[src/rtl/apb_pkg.sv]
// Shared state encoding and constants for the APB master bridge and its address decoder.
package apb_pkg;

   typedef enum logic [1:0] {
      IDLE   = 2'b00,
      SETUP  = 2'b01,
      ACCESS = 2'b10
   } apb_state_e;

   localparam logic [31:0] APB_BASE_ADDR     = 32'h1000_0000;
   localparam int          SLAVE_WINDOW_BITS = 12;
   localparam logic [31:0] TIMEOUT_RDATA     = 32'hDEAD_BEEF;

   // A lone slave still needs a one-bit index.
   function automatic int idx_width(input int n);
      return (n > 1) ? $clog2(n) : 1;
   endfunction

endpackage

[src/rtl/apb_addr_decoder.sv]
// Combinational APB region decoder: page address -> hit flag, slave index and one-hot select.
module apb_addr_decoder
   import apb_pkg::*;
#(
   parameter int          NUM_SLAVES = 4,
   parameter logic [31:0] BASE_ADDR  = APB_BASE_ADDR,
   localparam int         IDX_W      = idx_width(NUM_SLAVES)
)(
   input  logic [31:SLAVE_WINDOW_BITS] page,
   output logic                        hit,
   output logic [IDX_W-1:0]            index,
   output logic [NUM_SLAVES-1:0]       sel
);

   localparam int         REGION_LSB  = SLAVE_WINDOW_BITS + 4;
   localparam logic [4:0] SLAVE_COUNT = 5'(NUM_SLAVES);

   logic [3:0] slot_s;
   logic       region_hit_s;

   assign slot_s       = page[REGION_LSB-1:SLAVE_WINDOW_BITS];
   assign region_hit_s = (page[31:REGION_LSB] == BASE_ADDR[31:REGION_LSB]);
   assign hit          = region_hit_s && ({1'b0, slot_s} < SLAVE_COUNT);
   assign index        = slot_s[IDX_W-1:0];

   for (genvar g = 0; g < NUM_SLAVES; g++) begin : g_sel
      assign sel[g] = hit && (slot_s == 4'(g));
   end

endmodule

[src/rtl/apb_master_bridge.sv]
// Single-beat CPU load/store to APB3 master bridge with one-hot slave select.
// Optional ACCESS-phase watchdog enabled by defining APB_TIMEOUT_EN.
module apb_master_bridge
   import apb_pkg::*;
#(
   parameter int          NUM_SLAVES = 4,
   parameter logic [31:0] BASE_ADDR  = APB_BASE_ADDR
`ifdef APB_TIMEOUT_EN
   ,
   parameter int          TIMEOUT_CYCLES = 16
`endif
)(
   input  logic                       PCLK,
   input  logic                       PRESET,
   input  logic                       transfer,
   input  logic                       write,
   input  logic [31:0]                addr,
   input  logic [31:0]                wdata,
   output logic [31:0]                rdata,
   output logic                       ready,
   output logic                       err,
   output logic [31:0]                PADDR,
   output logic [31:0]                PWDATA,
   output logic                       PWRITE,
   output logic                       PENABLE,
   output logic [NUM_SLAVES-1:0]      PSEL,
   input  logic [NUM_SLAVES*32-1:0]   PRDATA,
   input  logic [NUM_SLAVES-1:0]      PREADY
);

   localparam int IDX_W = idx_width(NUM_SLAVES);

   apb_state_e              state_r, state_nxt_s;
   logic [IDX_W-1:0]        idx_r, idx_nxt_s;
   logic                    dec_hit_s;
   logic [IDX_W-1:0]        dec_idx_s;
   logic [NUM_SLAVES-1:0]   dec_sel_s;
   logic [31:0]             prdata_arr_s [NUM_SLAVES];
   logic [31:0]             prdata_sel_s;
   logic                    pready_sel_s;

   logic [31:0]             paddr_nxt_s, pwdata_nxt_s, rdata_nxt_s;
   logic                    pwrite_nxt_s, penable_nxt_s, ready_nxt_s, err_nxt_s;
   logic [NUM_SLAVES-1:0]   psel_nxt_s;

`ifdef APB_TIMEOUT_EN
   localparam int             TO_W     = (idx_width(TIMEOUT_CYCLES + 1) > 5) ?
                                         idx_width(TIMEOUT_CYCLES + 1) : 5;
   localparam logic [TO_W-1:0] TO_LIMIT = TO_W'(TIMEOUT_CYCLES);
   localparam logic [TO_W-1:0] TO_ONE   = TO_W'(1);
   logic [TO_W-1:0]           to_cnt_r, to_cnt_nxt_s, to_cnt_inc_s;
   assign to_cnt_inc_s = to_cnt_r + TO_ONE;
`endif

   apb_addr_decoder #(
      .NUM_SLAVES (NUM_SLAVES),
      .BASE_ADDR  (BASE_ADDR)
   ) u_decoder (
      .page  (addr[31:SLAVE_WINDOW_BITS]),
      .hit   (dec_hit_s),
      .index (dec_idx_s),
      .sel   (dec_sel_s)
   );

   for (genvar g = 0; g < NUM_SLAVES; g++) begin : g_prdata
      assign prdata_arr_s[g] = PRDATA[g*32 +: 32];
   end

   // Only the slave latched at request time may complete or return data.
   assign prdata_sel_s = prdata_arr_s[idx_r];
   assign pready_sel_s = PREADY[idx_r];

   // Next-state and next-output logic for the IDLE/SETUP/ACCESS sequence.
   always_comb begin
      state_nxt_s   = state_r;
      idx_nxt_s     = idx_r;
      paddr_nxt_s   = PADDR;
      pwdata_nxt_s  = PWDATA;
      pwrite_nxt_s  = PWRITE;
      psel_nxt_s    = PSEL;
      penable_nxt_s = PENABLE;
      rdata_nxt_s   = rdata;
      ready_nxt_s   = 1'b0;
      err_nxt_s     = 1'b0;
`ifdef APB_TIMEOUT_EN
      to_cnt_nxt_s  = to_cnt_r;
`endif
      case (state_r)
         IDLE: begin
            if (transfer) begin
               paddr_nxt_s  = addr;
               pwdata_nxt_s = wdata;
               pwrite_nxt_s = write;
               if (dec_hit_s) begin
                  state_nxt_s = SETUP;
                  idx_nxt_s   = dec_idx_s;
                  psel_nxt_s  = dec_sel_s;
               end else begin
                  ready_nxt_s = 1'b1;
                  err_nxt_s   = 1'b1;
                  rdata_nxt_s = 32'h0000_0000;
               end
            end else begin
               state_nxt_s = IDLE;
            end
         end
         SETUP: begin
            state_nxt_s   = ACCESS;
            penable_nxt_s = 1'b1;
`ifdef APB_TIMEOUT_EN
            to_cnt_nxt_s  = {TO_W{1'b0}};
`endif
         end
         ACCESS: begin
            if (pready_sel_s) begin
               state_nxt_s   = IDLE;
               psel_nxt_s    = {NUM_SLAVES{1'b0}};
               penable_nxt_s = 1'b0;
               ready_nxt_s   = 1'b1;
               rdata_nxt_s   = PWRITE ? rdata : prdata_sel_s;
            end else begin
`ifdef APB_TIMEOUT_EN
               if (to_cnt_inc_s == TO_LIMIT) begin
                  state_nxt_s   = IDLE;
                  psel_nxt_s    = {NUM_SLAVES{1'b0}};
                  penable_nxt_s = 1'b0;
                  ready_nxt_s   = 1'b1;
                  err_nxt_s     = 1'b1;
                  rdata_nxt_s   = TIMEOUT_RDATA;
               end else begin
                  to_cnt_nxt_s  = to_cnt_inc_s;
               end
`else
               state_nxt_s = ACCESS;
`endif
            end
         end
         default: begin
            state_nxt_s   = IDLE;
            psel_nxt_s    = {NUM_SLAVES{1'b0}};
            penable_nxt_s = 1'b0;
         end
      endcase
   end

   // State and registered bus/CPU outputs; reset aborts any transfer without a ready pulse.
   always_ff @(posedge PCLK) begin
      if (PRESET) begin
         state_r <= IDLE;
         idx_r   <= {IDX_W{1'b0}};
         PADDR   <= 32'h0000_0000;
         PWDATA  <= 32'h0000_0000;
         PWRITE  <= 1'b0;
         PSEL    <= {NUM_SLAVES{1'b0}};
         PENABLE <= 1'b0;
         rdata   <= 32'h0000_0000;
         ready   <= 1'b0;
         err     <= 1'b0;
`ifdef APB_TIMEOUT_EN
         to_cnt_r <= {TO_W{1'b0}};
`endif
      end else begin
         state_r <= state_nxt_s;
         idx_r   <= idx_nxt_s;
         PADDR   <= paddr_nxt_s;
         PWDATA  <= pwdata_nxt_s;
         PWRITE  <= pwrite_nxt_s;
         PSEL    <= psel_nxt_s;
         PENABLE <= penable_nxt_s;
         rdata   <= rdata_nxt_s;
         ready   <= ready_nxt_s;
         err     <= err_nxt_s;
`ifdef APB_TIMEOUT_EN
         to_cnt_r <= to_cnt_nxt_s;
`endif
      end
   end

endmodule

[config.mk]
export PLATFORM = sky130hd
export DESIGN_NAME = apb_master_bridge
export DESIGN_NICKNAME = d
export VERILOG_FILES = /design/src/rtl/apb_pkg.sv /design/src/rtl/apb_addr_decoder.sv /design/src/rtl/apb_master_bridge.sv
export SDC_FILE = /design/constraint.sdc
export NUM_CORES = 1
export LEC_CHECK = 0
export CAP_MARGIN = 20
export CORE_ASPECT_RATIO = 0.9
export CORE_MARGIN = 2
export CORE_UTILIZATION = 35
export CTS_CLUSTER_SIZE = 14
export DETAILED_ROUTE_END_ITERATION = 16
export PLACE_DENSITY = 0.75
export SLEW_MARGIN = 20
export SYNTH_ARGS = -nofsm -noshare
export SYNTH_HDL_FRONTEND = slang
export SYNTH_HIERARCHICAL = 1
export SYNTH_SLANG_ARGS = --single-unit
[constraint.sdc]
create_clock -name PCLK -period 2.7 [get_ports PCLK]
set_input_delay 0.54 -clock PCLK [delete_from_list [all_inputs] [get_ports PCLK]]
set_output_delay 0.54 -clock PCLK [all_outputs]
set_load 0.05 [all_outputs]
==> load_flow_metrics.sql <==
INSERT INTO impl_metrics (metric_group, metric, value, unit) VALUES
('drt', 'detailedRoute.firstPassIterationCount', '4', ''),
('pwr', 'power_density', '463.9', 'nW/um^2'),
('worst_setup_path', 'timing_worst_setup_path_type', 'input pin to register', ''),
('floorplan', 'start_util', '35.56', '%'),
('hold_path', 'timing.hold.worst.class', 'register to register', ''),
('placement', 'pre_cts_slack', '-0.02009', 'ns'),
('synth', 'number_of_enable_flip_flop_cells_after_synthesis', '0', ''),
('cells_and_area', 'mostFrequentLayoutCell', 'sky130_fd_sc_hd__clkdlybuf4s50_1', ''),
('floorplan', 'number_of_placement_rows', '39', ''),
('global_routing', 'grt_max_degree', '68', ''),
('cells_and_area', 'area_growth_from_synthesis_to_layout', '76.89', '%'),
('worst_setup_path', 'setup.worst_path.start_class', 'input pin', ''),
('worst_setup_path', 'delay_contributed_by_the_slowest_stage_of_the_critical_path', '0.45', 'ns'),
('floorplan', 'dieHeight', '111.5', 'um'),
('clocking', 'cts.sink_count', '108', ''),
('synth', 'synth_ff_type', 'sky130_fd_sc_hd__dfxtp_1', ''),
('worst_setup_path', 'timing.critical_path.buf_inv', '2', ''),
('drt', 'avgRoutedWirePerCell', '17.91', 'um'),
('worst_setup_path', 'required', '2.97', 'ns'),
('clocking', 'cts_tree', 'done', ''),
('worst_setup_path', 'cp_top_family', 'simple AND/OR/NAND/NOR gates', ''),
('floorplan', 'fp.dieArea', '13760', 'sq um'),
('timing', 'max_clock_freq', '417.8', 'MHz'),
('timing', 'final_max_slew_viols', '0', ''),
('pwr', 'power_frac_comb', '21.5', '%'),
('cells_and_area', 'multi_input_comb_area', '2152', 'sq um'),
('global_routing', 'grt_pass1_wl', '24.55', 'mm'),
('cells_and_area', 'regArea', '2163', 'sq um'),
('cells_and_area', 'util_after_layout', '62.90', '%'),
('placement', 'placement.io_buffers', '303', ''),
('synth', 'synth_async_sr_flop_share', '0', '%'),
('floorplan', 'floorplan.io_pins', '304', ''),
('status', 'run_status', 'finished, final reports clean', ''),
('clocking', 'cts-htree-levels', '3', ''),
('pwr', 'clkPwrFrac', '33.0', '%'),
('global_routing', 'grtUsageTotal', '22.97', '%'),
('clocking', 'postCtsHoldBufs', '0', ''),
('worst_setup_path', 'crit_chain', 'clkdlybuf4s50_1, nor4_2, nand3_2, nor2_1, nor3b_1, a311o_1, o21ai_4, buf_4, a22o_1', ''),
('pwr', 'power.share.switching', '26.44', '%'),
('synth', 'post_synthesis_average_cell_area', '9.878', 'sq um'),
('timing', 'fin_worst_skew', '0.007717', 'ns'),
('timing', 'final_min_period_over_clock_period', '88.65', '%'),
('synth', 'top_area_cells_in_the_synthesized_netlist', 'sky130_fd_sc_hd__dfxtp_1 (48%), sky130_fd_sc_hd__mux4_2 (17%), sky130_fd_sc_hd__nand2_1 (11%)', ''),
('timing', 'final-setup-viol-count', '0', ''),
('drt', 'drtIter0Drc', '230', ''),
('drt', 'post-route-drc-count', '0', ''),
('timing', 'fin_crit', '2.394', 'ns'),
('worst_setup_path', 'arrival', '2.67', 'ns'),
('synth', 'synth_top_area_share', '48.11', '%'),
('drt', 'num_vias', '4626', ''),
('clocking', 'clk_transition_reported_paths', '0.07', 'ns'),
('clocking', 'cts.repair_timing.setup_buffer_count', '0', ''),
('synth', 'number_of_synthesized_register_bits', '108', ''),
('job', 'max_cap_viol_count', '0', ''),
('cells_and_area', 'proportion_of_layout_cells_with_a_drive_suffix_above_1', '9.772', '%'),
('synth', 'yosysUniqueCellTypes', '27', ''),
('cells_and_area', 'most-common-layout-cells', 'sky130_fd_sc_hd__clkdlybuf4s50_1 (302), sky130_fd_sc_hd__nand2_1 (137), sky130_fd_sc_hd__dfxtp_1 (107)', ''),
('pwr', 'irDropWorstVdd', '515.0', 'uV'),
('clocking', 'clock_tree_root_driver_cell', 'sky130_fd_sc_hd__clkbuf_16', ''),
('timing', 'rsz0062_at_grt', 'no', ''),
('cells_and_area', 'number_of_inserted_filler_cells_in_the_final_layout', '1046', ''),
('pwr', 'reported_leakage_power', '2.853', 'nW'),
('clocking', 'cts_made_buffers', '9', ''),
('synth', 'synth_nets', '655', ''),
('timing', 'worst_pin_slew', '0.8569', 'ns'),
('worst_setup_path', 'crit_path_top_delay_cell', 'sky130_fd_sc_hd__clkdlybuf4s50_1', ''),
('synth', 'post-synth-top-area-cell', 'sky130_fd_sc_hd__dfxtp_1', ''),
('floorplan', 'floorplan.core_area', '12640', 'sq um'),
('pwr', 'power.total', '3.688', 'mW'),
('timing', 'timing.slew.headroom', '42.44', '%'),
('global_routing', 'antenna_found_initial', '0', '');
per-layer routing:
layer / track usage, % / wire [um] / share of wire [%] / vias up
met3: 8.350 / 1605 / 9.8 / 36
li1: - / - / - / 2181
met5: 0 / 0 / 0 / -
met4: 8.561 / 527 / 3.2 / 0
met2: 40.88 / 8182 / 50 / 209
met1: 24.55 / 6002 / 37 / 2200
synthesized netlist by cell type, types with 2 or more instances:
library cell / instances
sky130_fd_sc_hd__nor4_1: 3
sky130_fd_sc_hd__nand2_1: 137
sky130_fd_sc_hd__nor3_1: 4
sky130_fd_sc_hd__a22o_1: 36
sky130_fd_sc_hd__inv_1: 2
sky130_fd_sc_hd__dfxtp_1: 108
sky130_fd_sc_hd__inv_2: 2
sky130_fd_sc_hd__a21oi_1: 68
sky130_fd_sc_hd__buf_6: 3
sky130_fd_sc_hd__nor2_1: 6
sky130_fd_sc_hd__buf_2: 3
sky130_fd_sc_hd__buf_4: 3
sky130_fd_sc_hd__nor3b_1: 2
sky130_fd_sc_hd__nor4_2: 3
sky130_fd_sc_hd__clkbuf_1: 29
sky130_fd_sc_hd__nand3_1: 3
sky130_fd_sc_hd__mux4_2: 33
per-stage QoR:
step	area, sq um	instances	setup TNS [ns]	hold WS, ns
floorplan	4494	455	0	0.5955
global placement	7679	895	0	0.4418
detailed placement	7679	895	-0.1655	0.4480
CTS	7950	911	0	0.4576
global route	7950	911	0	0.4750
finish	7950	911	0	0.4542
worst paths after layout:
check | end | slack, ns | startpoint | depth (start not counted)
min reg2reg | PADDR[9] | 0.45 | PADDR[9] | 2
max reg2reg | rdata[19] | 0.60 | idx_r[0] | 5
max | rdata[22] | 0.31 | addr[23] | 9
min | PADDR[9] | 0.45 | PADDR[9] | 2
state kept, by name (all words and copies together) (netlist names):
| signal | cells |
|---|---|
| idx_r | 2 |
| PWRITE | 1 |
| PADDR | 32 |
| ready | 1 |
| PWDATA | 32 |
| rdata | 32 |
| PENABLE | 1 |
| PSEL | 4 |
| state_r | 2 |
| err | 1 |
logic make-up (layout without fill, tap and decap cells):
kind of cell	Yosys count	in the layout	share of synthesized area (%)
compound gates	109	109	15.73
buf+inv	43	335	4.426
flops	108	108	48.11
mux	33	33	16.54
simple gates	162	162	15.20
worst min-delay path: stages (launching register included):
cell and delay, ns:
sky130_fd_sc_hd__dfxtp_1 0.31, sky130_fd_sc_hd__nand2_1 0.05, sky130_fd_sc_hd__a21oi_1 0.05
power by group through the flow:
| stage | Clock [mW] | Combinational, mW | Sequential, mW |
|---|---|---|---|
| after global placement | 0 | 0.783 | 1.71 |
| after CTS | 1.25 | 0.798 | 1.68 |
| after detailed placement | 0 | 0.793 | 1.71 |
| after global routing | 1.31 | 0.836 | 1.68 |
| final | 1.22 | 0.793 | 1.68 |
| after floorplan | 0 | 0.155 | 1.90 |
final cells by class:
class	count	share of cell area, %
Inverter	4	0.1889
Clock inverter	4	0.3148
Tap cell	164	2.581
Clock buffer	12	3.100
Timing Repair Buffer	315	39.53
Sequential cell	108	27.21
Multi-Input combinational cell	304	27.07
No activity file was read; power rests on OpenSTA's default activity.
